`config.mk`:
```
export PLATFORM = sky130hd
export DESIGN_NAME = ex_branch_ctrl
export DESIGN_NICKNAME = d
export VERILOG_FILES = /design/src/rtl/ex_branch_ctrl_pkg.sv /design/src/rtl/ex_branch_ctrl_br_cond_eval.sv /design/src/rtl/ex_branch_ctrl.sv
export SDC_FILE = /design/constraint.sdc
export NUM_CORES = 1
export LEC_CHECK = 0
export CORE_ASPECT_RATIO = 1.25
export CORE_MARGIN = 10
export CORE_UTILIZATION = 37
export DETAILED_ROUTE_END_ITERATION = 8
export HOLD_SLACK_MARGIN = 0.03
export PLACE_DENSITY = 0.76
export SYNTH_ARGS = -nofsm -noshare
export SYNTH_HDL_FRONTEND = slang
export SYNTH_SLANG_ARGS = --single-unit
```
`constraint.sdc`:
```
create_clock -name clk -period 2.8 [get_ports clk]
set_clock_uncertainty 0.2 [all_clocks]
set_input_delay 0.56 -clock clk [delete_from_list [all_inputs] [get_ports clk]]
set_output_delay 0.56 -clock clk [all_outputs]
set_load 0.02 [all_outputs]
```
`src/rtl/ex_branch_ctrl_pkg.sv`:
```
// ex_branch_ctrl_pkg: shared condition codes, control FSM states and flag bit
// positions for the EX-stage branch controller and its helpers.
package ex_branch_ctrl_pkg;
    localparam logic [2:0] COND_NE     = 3'd0;
    localparam logic [2:0] COND_EQ     = 3'd1;
    localparam logic [2:0] COND_GT     = 3'd2;
    localparam logic [2:0] COND_LT     = 3'd3;
    localparam logic [2:0] COND_GTE    = 3'd4;
    localparam logic [2:0] COND_LTE    = 3'd5;
    localparam logic [2:0] COND_OVFL   = 3'd6;
    localparam logic [2:0] COND_UNCOND = 3'd7;

    localparam int FLG_V = 2;
    localparam int FLG_Z = 1;
    localparam int FLG_N = 0;

    localparam int CNT_W = 4;

    typedef enum logic [1:0] {ST_RUN, ST_FLUSH, ST_DRAIN, ST_HALTED} state_t;
endpackage

```
`src/rtl/ex_branch_ctrl_br_cond_eval.sv`:
```
// br_cond_eval: combinational branch-condition check of a 3-bit condition
// code against a {V,Z,N} flag vector.
module br_cond_eval
    import ex_branch_ctrl_pkg::*;
(
    input  logic [2:0] cond_i,
    input  logic [2:0] flags_i,
    output logic       taken_o
);
    logic w_v, w_z, w_n;

    assign w_v = flags_i[FLG_V];
    assign w_z = flags_i[FLG_Z];
    assign w_n = flags_i[FLG_N];

    always_comb begin
        taken_o = 1'b0;
        case (cond_i)
            COND_NE:     taken_o = ~w_z;
            COND_EQ:     taken_o = w_z;
            COND_GT:     taken_o = ~w_z & ~w_n;
            COND_LT:     taken_o = w_n;
            COND_GTE:    taken_o = ~w_n;
            COND_LTE:    taken_o = w_n | w_z;
            COND_OVFL:   taken_o = w_v;
            COND_UNCOND: taken_o = 1'b1;
        endcase
    end
endmodule

```
`src/rtl/ex_branch_ctrl.sv`:
```
// ex_branch_ctrl: EX-stage flag register, branch/jump resolution, PC redirect,
// younger-stage flush and halt drain sequencing.
module ex_branch_ctrl
    import ex_branch_ctrl_pkg::*;
#(
    parameter int FLUSH_CYCLES = 2,
    parameter int DRAIN_CYCLES = 2
) (
    input  logic        clk,
    input  logic        rst_n,
    input  logic        stall_i,
    input  logic        ex_valid_i,
    input  logic        is_br_i,
    input  logic        is_jmp_i,
    input  logic        is_hlt_i,
    input  logic [2:0]  cond_i,
    input  logic [2:0]  flag_we_i,
    input  logic        alu_v_i,
    input  logic        alu_z_i,
    input  logic        alu_n_i,
    input  logic [15:0] br_target_i,
    input  logic [15:0] jmp_target_i,
    output logic [2:0]  flags_o,
    output logic        redirect_o,
    output logic [15:0] target_o,
    output logic        flush_o,
    output logic        freeze_fetch_o,
    output logic        halted_o
);
    state_t           r_state;
    logic [CNT_W-1:0] r_cnt;
    logic             w_cond, w_live, w_redir;
    logic [2:0]       w_alu;

    br_cond_eval u_cond (
        .cond_i  (cond_i),
        .flags_i (flags_o),
        .taken_o (w_cond)
    );

    // A slot is squashed while flushing, so only RUN with no flush pending is live.
    assign w_live  = ex_valid_i & ~stall_i & (r_state == ST_RUN) & ~flush_o;
    assign w_redir = w_live & ~is_hlt_i & (is_jmp_i | (is_br_i & w_cond));
    assign w_alu   = {alu_v_i, alu_z_i, alu_n_i};

    always_ff @(posedge clk or negedge rst_n) begin
        if (!rst_n) begin
            r_state        <= ST_RUN;
            r_cnt          <= '0;
            flags_o        <= '0;
            redirect_o     <= 1'b0;
            target_o       <= '0;
            flush_o        <= 1'b0;
            freeze_fetch_o <= 1'b0;
            halted_o       <= 1'b0;
        end else begin
            redirect_o <= w_redir;
            if (w_live)
                flags_o <= (flags_o & ~flag_we_i) | (w_alu & flag_we_i);
            if (!stall_i) begin
                case (r_state)
                    ST_RUN: begin
                        if (w_live && is_hlt_i) begin
                            r_state        <= ST_DRAIN;
                            r_cnt          <= CNT_W'(DRAIN_CYCLES - 1);
                            flush_o        <= 1'b1;
                            freeze_fetch_o <= 1'b1;
                        end else if (w_redir) begin
                            r_state  <= ST_FLUSH;
                            r_cnt    <= CNT_W'(FLUSH_CYCLES - 1);
                            flush_o  <= 1'b1;
                            target_o <= is_jmp_i ? jmp_target_i : br_target_i;
                        end
                    end
                    ST_FLUSH: begin
                        if (r_cnt == '0) begin
                            r_state <= ST_RUN;
                            flush_o <= 1'b0;
                        end else begin
                            r_cnt <= r_cnt - 1'b1;
                        end
                    end
                    ST_DRAIN: begin
                        flush_o <= 1'b0;
                        if (r_cnt == '0) begin
                            r_state  <= ST_HALTED;
                            halted_o <= 1'b1;
                        end else begin
                            r_cnt <= r_cnt - 1'b1;
                        end
                    end
                    default: ;
                endcase
            end
        end
    end
endmodule

```
==> results, run 1 <==
- The flow ran to the end, and the final reports show no timing, DRC or antenna violations.
- The tree is rooted in a sky130_fd_sc_hd__clkbuf_8.
- The maximum clock rate is between 0.3 and 0.4 GHz.
- The type of origin of the critical path is an input port.
- The maximum level of the CTS H-tree is 2.
- The share of synthesized area in the top cell type comes to a little under half.
- The number of max-capacitance violations reported is 0.
- The type of the worst setup path is input port to flop.
- The insertion delay of the later-clocked pin in the worst-skew pair is around 280 ps.
- The final-report max-slew violation count is 0.
- For the worst setup path, the data required time is 2760 ps.
- The proportion of synthesized flip-flops having asynchronous set or reset is 100%.
- The depth of the worst register-to-register path is 7.
- In the routed design, unresolved DRC markers number 0.
- The final global-route overflow total is 0.
- The global-route wire length before repair is 7.87 mm.
- After synthesis the cells add up to 1550 sq um.
- For the worst setup path, the data arrival time is 2620 ps.
- After legalization and detailed placement, the total HPWL measured about 3.7 mm.
- The path class of the tightest hold or removal check is flop to flop.
- By area the synthesized netlist is led by sky130_fd_sc_hd__dfrtp_1 (47%), sky130_fd_sc_hd__o22ai_1 (13%), sky130_fd_sc_hd__a21oi_1 (6.1%).
- Setup repair after global routing left no endpoint under its margin.
- The fraction of layout instances using a drive strength above 1 is 11.3%.
- The effective utilization at floorplan is 38.2%.
- Measured against its own limit, the worst slew margin works out to 64.7%.
- Along the worst path, the maximum fanout reaches 5.
- Counting along the longest clock path gives a buffer depth of 2.
- The final hold violation count is 0.
- The post-route worst setup slack is 134 ps.
- The CTS tree is done.
- The worst hold slack across all endpoints is between 200 and 300 ps.
- The post-layout net count is approximately 290.
- The full die area is ~7000 sq um.
- The global placement routability congestion is 0.791.
- The growth of design area from synthesis to finish is 59.6%.
- The number of synthesized register bits is 29.
- Counting the buffers created by CTS gives 5.
- The dominant cell type by area after synthesis is sky130_fd_sc_hd__dfrtp_1.
- The start point of the worst min-delay path is freeze_fetch_o$_DFFE_PN0P_.
- Power spread over the standard cell area amounts to around 740 nW/um^2.
- The number of standard cells after synthesis is 160.
- The placeable core region is 4070 sq um.
- At the pin with the least slew margin, the transition time is 529 ps.
- The capturing element type of the critical path is a flop.
- The worst-case IR drop observed on VDD is roughly 0.38 mV.
- OpenSTA, run right after detailed placement, puts the worst setup slack at -158 ps.
- The global routing usage summed across all routing layers is 13.3%.
- The post-detailed-route wirelength per cell is about 16 um.
- For this run, the register share of the synthesized area comes to 46.7%.
- The count of pins on the block boundary is 71.
- Among all stages on the critical path, the largest delay is contributed by sky130_fd_sc_hd__clkdlybuf4s50_1.
- The maximum cell stage delay along the critical path is 470 ps.
- The average instance in the mapped netlist occupies 9.70 sq um.
- 0 antenna diodes ended up in the layout.
- The via count of the first global-routing pass is 1615.
- The vertical extent of the die is about 92 um.
- For this block, the initial DRC count from the detailed router was 77.
- After detailed routing, the total wire length is approximately 4.8 mm.
- The startpoint identified for the worst register-to-register timing path is r_state[0]$_DFFE_PN0P_.
- Before antenna repair, the detailed router went through 4 iterations.
- The endpoint identified for the worst register-to-register timing path is r_state[0]$_DFFE_PN0P_.
- The maximum number of pins on one net before global-route repair is 30.
- The flop-to-flop setup slack is 190 ps.
- The number of gates given a new drive strength after cts is 0.
- The detail-routed via count per cell is 5.30.
- The width of the chip is 77.9 um.
- The port buffer count is 70.
- The remaining antenna violation count is 0.
- The floorplan has 26 rows.
- The most used flip-flop cell after synthesis is sky130_fd_sc_hd__dfrtp_1.
- The synthesized net count is roughly 210.
- The number of antenna violations at the first check in global routing was 0.
- The share of the cycle needed by the critical path after routing is between 90% and 100%.
- For this design, the CTS-stage hold fixing added 0 buffers.
- After layout, the minimum clock period comes to approximately 2700 ps.
- Clock-pin slew was measured on the worst setup and hold paths at roughly 60 ps.
- The distinct cell type count after synthesis is 35.
- The signal on the critical path passes through clkdlybuf4s50_1 > mux2_2 > o311ai_0 > or3b_1 > a221o_1 > o32a_1.
- The number of synthesized flops with an enable pin is 0.
- The number of clock sinks is 29.
- During synthesis, Yosys emitted a total of 0 warnings.
- The final setup violation count is 0.
- Detailed routing inserted a total of 1570 vias.
- In this run the post-CTS setup repair buffer count came out at 0.
- The number of cells on the worst hold path is 1.
- The static leakage power is 1.06 nW.
- For hold timing, the worst endpoint is freeze_fetch_o$_DFFE_PN0P_.
## cell usage after synthesis, drive strengths merged (4+ instances only)
cell    instances
dfrtp          29
mux2            4
nand2           8
a21oi          19
nand3           4
o22ai          32
clkbuf          5
ha              5
buf             4
nand2b          5
inv             8
nor2            7
## critical path, delay by kind of cell
kind / cells / cell delay [ps]
AO/OA/AOI/OAI: 3 / 880
AND/OR/NAND/NOR: 1 / 470
buffers and inverters: 1 / 470
multiplexers: 1 / 250
## power by group
part,switching [mW],internal [mW],total (mW)
combinational,0.413,0.438,0.851
sequential,0.0979,0.522,0.620
clock,0.151,0.222,0.373
total,0.662,1.18,1.84
## metrics by stage
stage / instances / utilization, % / cell area [sq um] / TNS [ps] / total power [mW]
floorplan: 160 / - / 1550 / 0 / 1.13
global placement: 288 / 58.5 / 2380 / -982 / 1.46
detailed placement: 288 / 58.5 / 2380 / -1350 / 1.48
CTS: 296 / 61.0 / 2480 / 0 / 1.86
global route: 296 / 61.0 / 2480 / 0 / 1.98
finish: 296 / 61.0 / 2480 / 0 / 1.84
## cell usage in the layout, fill, tap and decap left out, drive strengths merged, types with 3 or more instances in the layout
cell / synthesis / final
mux2: 4 / 4
a211oi: 3 / 3
o22ai: 32 / 32
a21oi: 19 / 19
nand3: 4 / 4
inv: 8 / 8
nor2: 7 / 7
clkbuf: 5 / 7
clkdlybuf4s50: 0 / 70
buf: 4 / 11
ha: 5 / 5
nand2: 8 / 8
dfrtp: 29 / 29
nand2b: 5 / 5
## layout make-up
class	instances	area [sq um]
well taps	56	70.1
multi-input cells	114	756
repair buffers	81	796
inverters	8	30.0
clock buffers	7	96.3
fillers	356	1590
clock inverters	1	5.00
flip-flops and latches	29	726
## worst max-delay path by stage
stage / from / end / slack (ps) / cells past startpoint
finish: cond_i[1] / r_state[0]$_DFFE_PN0P_ / 130 / 6
global route: cond_i[1] / flush_o$_DFFE_PN0P_ / 10 / 7
detailed placement: cond_i[1] / r_state[0]$_DFFE_PN0P_ / -160 / 6
CTS: cond_i[1] / r_state[0]$_DFFE_PN0P_ / 130 / 6
floorplan: r_state[0]$_DFFE_PN0P_ / r_state[0]$_DFFE_PN0P_ / 140 / 9
global placement: cond_i[1] / r_state[1]$_DFFE_PN0P_ / -140 / 6
## layer usage
layer	part of all wire (%)	global-route usage (%)	wire length, um	vias up
li1	-	-	-	773
met1	45	15.8	2200	728
met2	46	21.3	2210	64
met3	8.1	5.80	391	5
met4	0.91	3.59	44	0
met5	0	0	0	-
## cell families after synthesis
family / share of synthesized area [%]
DFF: 46.7
AOI/OAI and AO/OA: 28.7
adders and majority gates: 4.03
buffers and inverters: 4.59
and+or+nand+nor: 12.4
muxes: 3.55
No activity file was read; power rests on OpenSTA's default activity.
==> run 2, diff against run 1 <==
Settings changed: CORE_ASPECT_RATIO 1.25 to 0.8, CORE_UTILIZATION 37 to 38, CTS_BUF_LIST set to sky130_fd_sc_hd__clkbuf_4 sky130_fd_sc_hd__clkbuf_8, PLACE_DENSITY 0.76 to 0.77.
==> results, run 2 (synthesis results as in run 1) <==
- Leaving out fill and tap cells, the most frequent cell in the layout is sky130_fd_sc_hd__clkdlybuf4s50_1.
- The number of inserted diodes came to 0 (unchanged).
- The growth of design area from synthesis to finish was 59.5% (about the same).
- The run finished with clean final reports.
- The global placement routability congestion is 0.798 (+0.90%).
- The post-route standard cell area excluding fillers is 2480 sq um (about the same).
- The vertical extent of the die was 77.2 um (-16%).
- The maximum clock rate is 0.370 GHz (-1.3%).
- The port buffer count came to 70 (unchanged).
- The capturing element type of the critical path is a flop.
- The number of gates given a new drive strength after cts is 0 (unchanged).
- The total of fill cells in the finished design was 345 (-3.1%).
- The effective utilization at floorplan came to 40.0% (+1.8 points).
- The post-layout net count is 294 (+0.68%).
- The shortest clock period the worst path allows after layout is 2700 ps (+36.4 ps).
- The cell area reported after detailed placement is 2390 sq um (+0.58%).
- The maximum vdd drop is 0.407 mV (+5.9%).
- The number of clock sinks was 29 (unchanged).
- The total negative slack for setup checks is 0 ps (unchanged).
- The clock-pin slew of the registers on the worst-case setup and hold paths was 70 ps (about the same).
- The remaining antenna violation count was 0 (unchanged).
- The fraction of layout instances using a drive strength above 1 was 12.0% (+0.73 points).
- The relative max-transition margin came to 63.7% (-0.96 points).
- The final setup violation count is 0 (unchanged).
- The worst-margin pin slew was 544 ps (+14.3 ps).
- The full die area is 7060 sq um (-2.0%).
- The root buffer cell is sky130_fd_sc_hd__clkbuf_8.
- The share of the core filled with cells in the final layout is 63.9% (+2.9 points).
- Setup repair after global routing left no endpoint under its margin.
- The final hold violation count was 0 (unchanged).
- The final global-route overflow total came to 0 (unchanged).
- The post-detailed-route wirelength per cell is 17.6 um (+7.6%).
- The total power after layout is 1.82 mW (-1.6%).
- The static leakage power is 1.06 nW (+0.23%).
- The number of max-capacitance violations reported is 0 (unchanged).
- The worst path arrival time is 2670 ps (+50 ps).
- The placeable core region is 3880 sq um (-4.6%).
- The count of pins on the block boundary is 71 (unchanged).
- The number of vias after detailed routing is 1596 (+1.7%).
- The required time of the critical path came to 2770 ps (about the same).
- The multi-input logic area is 756 sq um (unchanged).
- The number of buffers on the longest clock path was 2 (unchanged).
- The global routing usage summed across all routing layers is 14.9% (+1.7 points).
- The total clock buffers created by CTS came to 5 (unchanged).
- The share of the cycle needed by the critical path after routing was 96.5% (+1.3 points).
- The library cells used most frequently in the layout, excluding fill and tap cells, are sky130_fd_sc_hd__clkdlybuf4s50_1 (70), sky130_fd_sc_hd__o22ai_1 (32), sky130_fd_sc_hd__dfrtp_1 (29), sky130_fd_sc_hd__a21oi_1 (19), sky130_fd_sc_hd__buf_4 (12).
- The maximum level of the CTS H-tree is 2 (unchanged).
- The area taken by flip-flops and latches was 726 sq um (unchanged).
- The HPWL after detailed placement is 4.03 mm (+10%).
- The sum of routed wire length over all layers is 5.24 mm (+8.0%).
- The via count of the first global-routing pass is 1611 (-0.25%).
- The DRC violations left came to 0 (unchanged).
- The detailed router's first-iteration violation count is 72 (-6.5%).
- The worst hold slack across all endpoints is 270 ps (+4.97 ps).
- The number of hold-repair buffers added at the cts stage is 0 (unchanged).
- The detail-routed via count per cell was 5.37 (+1.3%).
- The number of antenna violations at the first check in global routing was 0 (unchanged).
- The maximum number of pins on one net before global-route repair came to 30 (unchanged).
- The global-route wire length before repair is 8.58 mm (+8.9%).
- The CTS tree is done.
- The maximum net fanout on the critical path is 3 (-2).
- The path class of the tightest hold or removal check is flop to flop.
- The post-CTS repair timing setup buffer count is 0 (unchanged).
- The type of the worst setup path is input port to flop.
- The power per unit of standard cell area came to 733 nW/um^2 (-1.5%).
- The placement row count is 20 (-23%).
- STA classifies the critical path startpoint as an input port.
- The insertion delay of the later-clocked pin in the worst-skew pair is 280 ps (about the same).
- The final-report max-slew violation count is 0 (unchanged).
- The detailed-routing iteration count for the pre-antenna-repair pass is 4 (unchanged).
- The width of the chip came to 91.5 um (+17%).
-- run 2: changes by cell type in the layout (fill, tap and decap cells not counted), sizes merged --
cell	delta
buf	+2
clkbuf	-1
clkinv	+1
-- run 2: final cells by class --
type | count | area share, %
sequential | 29 | 29.3
inverter | 8 | 1.21
clock inverter | 2 | 0.404
timing repair buffer | 83 | 32.7
multi-input combinational | 114 | 30.5
tap | 55 | 2.78
clock buffer | 6 | 3.08
-- run 2: path summary, 6_finish.rpt --
path	slack, ps	cells after the start	from	endpoint
worst max-delay path	100	7	cond_i[1]	r_state[1]$_DFFE_PN0P_
worst min-delay path	270	1	freeze_fetch_o$_DFFE_PN0P_	freeze_fetch_o$_DFFE_PN0P_
worst max register to register	280	7	r_state[0]$_DFFE_PN0P_	r_state[1]$_DFFE_PN0P_
worst min register to register	270	1	freeze_fetch_o$_DFFE_PN0P_	freeze_fetch_o$_DFFE_PN0P_
max in group asynchronous	1650	2	rst_n	target_o[8]$_DFFE_PN0P_
min in group asynchronous	460	2	rst_n	target_o[2]$_DFFE_PN0P_
-- run 2: critical path, cell delays in order --
cell and delay [ps]:
sky130_fd_sc_hd__clkdlybuf4s50_1 460, sky130_fd_sc_hd__buf_4 170, sky130_fd_sc_hd__a211oi_1 220, sky130_fd_sc_hd__a311oi_1 100
sky130_fd_sc_hd__or3b_1 440, sky130_fd_sc_hd__a221o_1 380, sky130_fd_sc_hd__o32a_1 350
-- run 2: metal layers --
metal	part of all wire, %	GRT usage (%)	vias to the layer above
met5	0	0	-
met2	49	24.9	42
met1	45	17.9	776
li1	-	-	776
met3	4.9	4.28	2
met4	0.90	5.16	0
-- run 2: per-stage QoR --
step,std cells,worst slack (ps)
after floorplan,160,141
after global placement,289,-123
after detailed placement,289,-185
after CTS,297,92.7
after global routing,297,10.8
final,297,97.4
-- run 2: report_power, final --
| group | internal [mW] | switching (mW) |
|---|---|---|
| Clock | 0.182 | 0.161 |
| Sequential | 0.522 | 0.0984 |
| Combinational | 0.440 | 0.413 |
| Total | 1.14 | 0.672 |
==> run 3, diff against run 2 <==
Clock period 2.8 ns to 2.4 ns, I/O delays scaled along.
==> results, run 3 (synthesis results as in run 1) <==
- The static leakage power was 1.14 nW (+7.7%).
- The count of buffer and inverter cells on the critical path is 3 (+1).
- The via count of the first global-routing pass is 1581 (-1.9%).
- Setup repair after global routing could not meet its margin everywhere.
- In this design, the largest share of critical-path delay is due to simple AND/OR/NAND/NOR gates.
- The number of clock sinks is 29 (unchanged).
- The number of vias after detailed routing is 1630 (+2.1%).
- The classification of the worst-slack hold path is flop to flop.
- The final setup violation count is 0 (unchanged).
- The run finished with clean final reports.
- The number of antenna violations at the first check in global routing came to 0 (unchanged).
- The worst path arrival time came to 2360 ps (-310 ps).
- The total clock buffers created by CTS is 5 (unchanged).
- The CTS tree is done.
- The part of the total power dissipated in the clock network is 19.1% (+0.3 points).
- The total negative slack for setup checks came to 0 ps (unchanged).
- The worst setup path is of the flop to flop kind.
- The number of hold-repair buffers added at the cts stage is 0 (unchanged).
- The post-place setup slack is -455 ps (-270 ps).
- The placeable core region came to 3880 sq um (unchanged).
- The remaining antenna violation count was 0 (unchanged).
- The vertical extent of the die was 77.2 um (unchanged).
- The fraction of layout instances using a drive strength above 1 is 19.1% (+7.2 points).
- The required time of the critical path was 2370 ps (-400 ps).
- The worst hold slack across all endpoints is 278 ps (+8.75 ps).
- For this run, the top clock speed supported by timing is 0.419 GHz.
- The worst-margin pin slew is 538 ps (-5.55 ps).
- The placement row count is 20 (unchanged).
- The insertion delay of the later-clocked pin in the worst-skew pair is 280 ps (about the same).
- The root buffer cell is sky130_fd_sc_hd__clkbuf_8.
- The share of the core filled with cells in the final layout is 67.5% (+3.6 points).
- The worst-path cell with the longest stage delay is sky130_fd_sc_hd__or3b_4.
- The final non-filler cell total is 311 (+4.7%).
- The global routing usage summed across all routing layers was 14.7% (-0.20 points).
- The final global-route overflow total is 0 (unchanged).
- The cell area reported after detailed placement is 2440 sq um (+2.1%).
- The detailed router's first-iteration violation count is 49 (-32%).
- The capture instance of the worst register-to-register path is r_cnt[2]$_DFFE_PN0P_.
- The worst register-to-register path begins at r_state[0]$_DFFE_PN0P_.
- The number of inserted diodes is 0 (unchanged).
- The shortest clock period the worst path allows after layout is 2390 ps.
- The detail-routed via count per cell is 5.24 (-2.5%).
- The maximum number of pins on one net before global-route repair came to 30 (unchanged).
- The post-detailed-route wirelength per cell is 16.7 um (-5.5%).
- The global placement routability congestion is 0.825 (+3.4%).
- The maximum vdd drop is 0.682 mV (+68%).
- The worst setup path is launched from a flop.
- The share of the cycle needed by the critical path after routing is ~100%.
- The number of cells on the worst hold path is 1 (unchanged).
- The proportion of total power due to net switching was 35.3% (-1.7 points).
- The total power after layout was 2.32 mW (+28%).
- The total of fill cells in the finished design is 322 (-6.7%).
- Traced cell by cell, the critical path runs through inv_2 > ha_4 > and4bb_2 > and2b_1 > or3b_4 > buf_6 > buf_6 > a21o_1 > a32o_1.
- The maximum net fanout on the critical path is 6 (+3).
- The DRC violations left is 0 (unchanged).
- The final hold violation count is 0 (unchanged).
- The post-layout net count is 308 (+4.8%).
- The relative max-transition margin was 64.1% (+0.37 points).
- The power share of the combinational group is 50.6% (+3.6 points).
- The final-report max-slew violation count was 0 (unchanged).
- The area taken by flip-flops and latches came to 726 sq um (unchanged).
- The HPWL after detailed placement was 3.94 mm (-2.1%).
- The most prevalent standard cell on the critical path is sky130_fd_sc_hd__buf_6.
- The reported net switching power came to 0.819 mW (+22%).
- The multi-input logic area came to 783 sq um (+3.6%).
- The effective utilization at floorplan was 40.0% (unchanged).
- The post-route worst setup slack is 11.3 ps (-86.0 ps).
- The number of buffers on the longest clock path came to 2 (unchanged).
- The global-route wire length before repair is 8.44 mm (-1.6%).
- The clock-pin slew of the registers on the worst-case setup and hold paths is 60 ps (about the same).
- The number of max-capacitance violations reported came to 0 (unchanged).
- The register share of total power was 30.3% (-3.9 points).
- The depth of the worst register-to-register path is 9 (+2).
- The maximum level of the CTS H-tree is 2 (unchanged).
- The port buffer count is 70 (unchanged).
- The cell total after placement is 297 (+2.8%).
- The full die area is 7060 sq um (unchanged).
- The count of pins on the block boundary came to 71 (unchanged).
- The cell-internal power is 1.50 mW (+31%).
- The maximum cell stage delay along the critical path came to 410 ps (-50 ps).
- The sum of routed wire length over all layers is 5.18 mm (-1.0%).
- Leaving out fill and tap cells, the most frequent cell in the layout is sky130_fd_sc_hd__clkdlybuf4s50_1.
- The width of the chip is 91.5 um (unchanged).
- The flop-to-flop setup slack is 10 ps (-270 ps).
- The endpoint with the worst hold slack is freeze_fetch_o$_DFFE_PN0P_.
- The post-route standard cell area excluding fillers is 2620 sq um (+5.7%).
- In the layout the commonest cells are sky130_fd_sc_hd__clkdlybuf4s50_1 (65), sky130_fd_sc_hd__o22ai_1 (32), sky130_fd_sc_hd__dfrtp_1 (29), sky130_fd_sc_hd__buf_4 (24), sky130_fd_sc_hd__a21oi_1 (19).
- The worst setup path is captured at a flop.
- Compared with the post-synthesis result, the final layout area differs by 68.6%.
- The start point of the worst min-delay path is freeze_fetch_o$_DFFE_PN0P_.
- The power per unit of standard cell area is 887 nW/um^2 (+21%).
- The detailed-routing iteration count for the pre-antenna-repair pass is 4 (unchanged).
-- run 3: cell count changes in the layout (fill, tap and decap cells not counted), moves of 2 or more --
cell / previous run / this run
sky130_fd_sc_hd__clkbuf_8: 5 / 7
sky130_fd_sc_hd__clkdlybuf4s50_1: 70 / 65
sky130_fd_sc_hd__buf_6: 0 / 3
sky130_fd_sc_hd__inv_2: 0 / 2
sky130_fd_sc_hd__inv_1: 8 / 6
sky130_fd_sc_hd__dlygate4sd2_1: 0 / 5
sky130_fd_sc_hd__buf_4: 12 / 24
-- run 3: worst max-delay path by stage --
stage | from | to | cells after the start | slack (ps)
after floorplan | r_state[1]$_DFFE_PN0P_ | r_state[1]$_DFFE_PN0P_ | 9 | -170
after global placement | cond_i[1] | r_cnt[2]$_DFFE_PN0P_ | 8 | -440
after detailed placement | cond_i[1] | r_cnt[3]$_DFFE_PN0P_ | 8 | -450
after CTS | r_state[0]$_DFFE_PN0P_ | r_state[1]$_DFFE_PN0P_ | 7 | -10
after global routing | r_state[0]$_DFFE_PN0P_ | r_cnt[3]$_DFFE_PN0P_ | 9 | -70
final | r_state[0]$_DFFE_PN0P_ | r_cnt[2]$_DFFE_PN0P_ | 9 | 10
-- run 3: power groups by stage --
stage               Clock (mW)  Sequential [mW]  Combinational, mW
floorplan                    0            0.796              0.527
global placement             0            0.705               1.07
detailed placement           0            0.706               1.09
CTS                      0.452            0.702               1.15
global route             0.478            0.723               1.30
finish                   0.443            0.703               1.17
-- run 3: area by class of cell --
| cell class | count | share of cell area, % |
|---|---|---|
| repair buffers | 97 | 34.7 |
| multi-input cells | 114 | 29.9 |
| flip-flops and latches | 29 | 27.7 |
| clock buffers | 7 | 3.68 |
| well taps | 55 | 2.63 |
| inverters | 8 | 1.15 |
| clock inverters | 1 | 0.191 |
-- run 3: layer usage --
metal / track usage (%) / vias to the layer above / wire length (um)
li1: - / 811 / -
met2: 21.3 / 47 / 2300
met1: 19.6 / 763 / 2530
met3: 4.18 / 9 / 255
met5: 0 / - / 0
met4: 6.72 / 0 / 99
-- run 3: timing repair --
item | in CTS | in global routing
setup buffers | 5 | 2
setup endpoints to repair | 23 | 18
cloned | 0 | 0
pin swaps | 6 | 5
gates resized for setup | 12 | 4
==> patch 1 (settings of run 3) <==
Encoding of `state_t`: now one-hot (4 bits for 4 states).
--- a/src/rtl/ex_branch_ctrl_pkg.sv
+++ b/src/rtl/ex_branch_ctrl_pkg.sv
@@ -18,3 +18,3 @@
 
-    typedef enum logic [1:0] {ST_RUN, ST_FLUSH, ST_DRAIN, ST_HALTED} state_t;
+    typedef enum logic [3:0] {ST_RUN = 4'b0001, ST_FLUSH = 4'b0010, ST_DRAIN = 4'b0100, ST_HALTED = 4'b1000} state_t;
 endpackage
Formal check against the unedited RTL: no difference found for any inputs over 10 cycles, from zero or initial values and one cycle with rst_n low; not proved beyond that.
==> patch 1 against run 3 <==
  * Routed wire length down 15%
  * Power is 1.5% higher
  * Worst setup slack improved by 120 ps
  * Design area fell by 0.57%
  * Sequential cell count increased by 2
  * Final cell count shrank 1.3%
  * Area after synthesis increased by 4.7%
  * Core utilization is 4.8 points lower
  * Combinational power shrank 8%
  * Via count shrank 6.3%
  * Critical endpoint is now r_cnt[1]
==> patch 1: results (changes against run 3) <==
| Metric | Value |
|---|---|
| Pre-CTS setup slack | -162 ps (+293 ps) |
| Antenna violations before repair | 0 (unchanged) |
| CP max FO | 6 (unchanged) |
| Routability cong. | 0.810 (-1.9%) |
| Avg WL per Cell | 14.4 microns (-14%) |
| Clk pwr share | 17.2% (-1.9 points) |
| Pin count of the biggest net entering global routing | 35 (+17%) |
| Slew at the pin closest to its max-slew limit | 612 ps (+73.9 ps) |
| Status | finished clean |
| Post-synth top cells | dfrtp_1 (30), nand2_1 (24), mux2i_1 (19) |
| Nets | 299 (-2.9%) |
| Fillers | 375 (+16%) |
| Post-DP HPWL | 3570 microns (-9.5%) |
| Internal Power | 1.49 mW (-0.55%) |
| First-pass GRT wire length | 7190 microns (-15%) |
| Clock slew seen by the registers of the worst setup and hold paths | 60 ps (about the same) |
| Via count | 1,527 (-6.3%) |
| Critical path's slowest cell | dfstp_2 |
| TritonCTS buffer count | 5 (unchanged) |
| LEAKAGE | 1.15 nW (+0.96%) |
| Reg area | 777 sq um (+7.1%) |
| WP data arrival | 2240 ps (-120 ps) |
| Sequential fraction of the synthesis area | 47.8% (+1.1 points) |
| Max rail drop VDD | 519 uV (-24%) |
| Number of DRC markers in iteration 0 | 75 (+53%) |
| Tot GR Track Use | 12.2% (-2.6 points) |
| Vias in the first global route | 1,537 (-2.8%) |
| Seq power | 873 uW (+24%) |
| Clock Path Buffers | 2 (unchanged) |
| Synth Warn # | 0 (unchanged) |
| Largest cells by area after synthesis | dfrtp_1 (46%), mux2i_1 (12%), nand2_1 (5.5%) |
| Layout cells sized above 1 | 14.4% (-4.7 points) |
| Crit-path max cell delay | 570 ps (+160 ps) |
| Synth cell types | 39 (+11%) |
-- patch 1: layout make-up --
cell class	count	area share [%]
Tap cell	57	2.74
Clock inverter	1	0.192
Multi-Input combinational cell	123	31.7
Clock buffer	6	3.17
Sequential cell	31	29.9
Inverter	4	0.577
Timing Repair Buffer	85	31.7
-- patch 1: routing by layer --
layer | wire length (microns) | up-vias | share of wire, % | GRT usage (%)
met5 | 0 | - | 0 | 0
met4 | 37 | 0 | 0.84 | 4.31
met3 | 390 | 5 | 8.8 | 6.27
met2 | 2140 | 48 | 48 | 19.7
met1 | 1840 | 722 | 42 | 13.5
li1 | - | 752 | - | -
-- patch 1: cells by family after synthesis --
kind of cell             share of synthesized area, %
AO/OA/AOI/OAI                                    16.6
adder cells (fa/ha/maj)                         0.770
buffers and inverters                            2.46
flip-flops                                       47.8
multiplexers                                     14.7
AND/OR/NAND/NOR                                  17.7
-- patch 1: through the flow --
stage	area [sq um]	total power [mW]	std cells
after global routing	2600	2.53	307
after floorplan	1630	1.43	164
after CTS	2590	2.38	307
after global placement	2510	1.94	300
final	2600	2.36	307
after detailed placement	2510	1.96	300
-- patch 1: what timing repair did --
item	in CTS	in global routing
setup endpoints to repair	0	3
resized for setup	0	3
hold buffers	0	0
buffers inserted	0	0
-- patch 1: worst paths after layout --
| check | from | end | slack [ps] | cells past startpoint |
|---|---|---|---|---|
| setup reg to reg | r_state[0] | r_cnt[1] | 130 | 5 |
| hold reg to reg | freeze_fetch_o | freeze_fetch_o | 260 | 1 |
| min in group asynchronous | rst_n | r_cnt[3] | 390 | 2 |
| hold / removal | freeze_fetch_o | freeze_fetch_o | 260 | 1 |
| max in group asynchronous | rst_n | r_state[0] | 1280 | 2 |
| setup / recovery | r_state[0] | r_cnt[1] | 130 | 5 |
==> patch 2 (config.mk and constraints of run 3) <==
Without the edit above. Set the package constant `CNT_W` to 5 (it was 4).
--- a/src/rtl/ex_branch_ctrl_pkg.sv
+++ b/src/rtl/ex_branch_ctrl_pkg.sv
@@ -16,3 +16,3 @@
 
-    localparam int CNT_W = 4;
+    localparam int CNT_W = 5;
 
Behaviour: no difference found for any inputs over 10 cycles, from zero or initial values and one cycle with rst_n low; that may be too few to reach the edited logic, so the function may still have changed.
==> patch 2 against run 3 <==
  * Count of clock-buffer cells in the layout shrank 1
  * Non-clock buffer count fell by 11
  * Area after synthesis grew 14%
  * Routed wire length up 12%
  * Final cell count up 5.1%
  * Worst setup slack better by 150 ps
  * Design area increased by 5.9%
  * Power is 8.3% higher
  * Global-route usage shrank 0.15 points
  * Register-to-register slack improved by 200 ps
  * Sequential cell count rose by 1
==> patch 2: results (changes against run 3) <==
| Metric | Value |
|---|---|
| Inverters | 10 (+2) |
| Via count | 1,769 (+8.5%) |
| Critical path's slowest cell | clkdlybuf4s50_1 |
| Drt total wl | 5810 microns (+12%) |
| Status | finished clean |
| Worst path top cell family by delay | compound AO/OA/AOI/OAI gates |
| LEAKAGE | 1.16 nW (+1.6%) |
| Final-layout clock-cell area share | 5.15% (+1.3 points) |
| Crit Reg-Reg Endpoint | target_o[0] |
| Avg WL per Cell | 17.8 microns (+6.7%) |
| CP max FO | 6 (unchanged) |
| Number of DRC markers in iteration 0 | 114 (+130%) |
| Syn nets | 235 (+10%) |
| Clock-net power | 638 uW (+44%) |
| Sequential cells | 30 (+3.4%) |
| Metal-1 WL | 2470 microns (-2.3%) |
| Hold Crit Endpoint | freeze_fetch_o |
| Reg area | 751 sq um (+3.4%) |
| Post CTS Setup Buffer Count | 0 (-5) |
| Pre-CTS setup slack | -233 ps (+222 ps) |
| Post-DP HPWL | 4330 microns (+9.8%) |
| Mean Syn Cell Area | 9.75 sq um (+0.44%) |
| Share of the synthesized area in the top cell type | 42.6% (-4.2 points) |
| Crit-path max cell delay | 490 ps (+80 ps) |
| First-pass GRT wire length | 9080 microns (+7.6%) |
| Metal2 WL | 2840 microns (+24%) |
| Fillers | 385 (+20%) |
| Layout cells sized above 1 | 12.4% (-6.8 points) |
| Max rail drop VDD | 500 uV (-27%) |
| Post-synth top cells | dfrtp_1 (30), nand2_1 (26), nor2b_1 (18) |
| Routability cong. | 0.839 (+1.7%) |
| R2R Setup Slk | 210 ps (+200 ps) |
| Synth cell types | 42 (+20%) |
| GR Util met1 | 18.6% (-1.1 points) |
| Pin count of the biggest net entering global routing | 31 (+3.3%) |
| Comb pwr share | 43.4% (-7.2 points) |
| Slew at the pin closest to its max-slew limit | 703 ps (+164 ps) |
| Non-clk bufs | 86 (-11%) |
| Buffering overhead | 29.7% (-5.0 points) |
| Adder-Cell Fraction of Synth Area | 4.26% (+0.23 points) |
| Hold Crit Start | freeze_fetch_o |
| Multi-input gate area | 942 sq um (+20%) |
| GR Util met2 | 23.4% (+2.0 points) |
| Placed cell count | 319 (+7.4%) |
| # clk buffers | 6 (-1) |
| Routed wl met3 | 433 microns (+70%) |
| Detailed-router iteration count before antenna repair | 5 (+1) |
| P per Cell Area | 907 nW/um^2 (+2.3%) |
| Synth Area in Compound Gates | 25.3% (-3.4 points) |
| GR Layer Usage met3 | 4.33% (+0.15 points) |
| PortBufs | 70 (unchanged) |
| #MultiIn Comb | 133 (+17%) |
| FF-to-FF path depth | 7 (-2) |
| Sequential fraction of the synthesis area | 42.6% (-4.2 points) |
| Tot GR Track Use | 14.6% (-0.15 points) |
| CTS resizes | 0 (-12) |
| Internal Power | 1.64 mW (+9.1%) |
| Largest cells by area after synthesis | dfrtp_1 (43%), a32oi_1 (7.9%), a22oi_1 (6.8%) |
| Mux contribution to synthesized area | 4.82% (+1.3 points) |
| WP data arrival | 2190 ps (-170 ps) |
patch 2: cell types whose count changed after synthesis, sizes merged, moves of 3 or more:
cell and change:
o22ai -32, nand2 +18, nor2b +18, a21oi -17, a22oi +16, a32oi +16
o21ai +5, mux2i +3, nand2b -3, nand3 -3
patch 2: worst max path at each step:
stage	startpoint	end	cells after the start	slack, ps
2_1_floorplan	register	r_cnt[3]	6	390
3_3_place_gp	cond_i[1]	r_cnt[2]	6	-170
3_5_place_dp	cond_i[1]	r_cnt[2]	6	-230
4_1_cts	cond_i[1]	r_cnt[2]	6	60
5_1_grt	r_state[0]	target_o[4]	7	40
6_report	cond_i[2]	r_state[1]	6	160
patch 2: stage by stage:
step | area, sq um | hold slack (ps) | setup TNS, ps
final | 2770 | 271 | 0
after global routing | 2770 | 281 | 0
after CTS | 2770 | 275 | 0
after detailed placement | 2620 | 261 | -2320
after global placement | 2620 | 250 | -1360
after floorplan | 1760 | -15.6 | 0
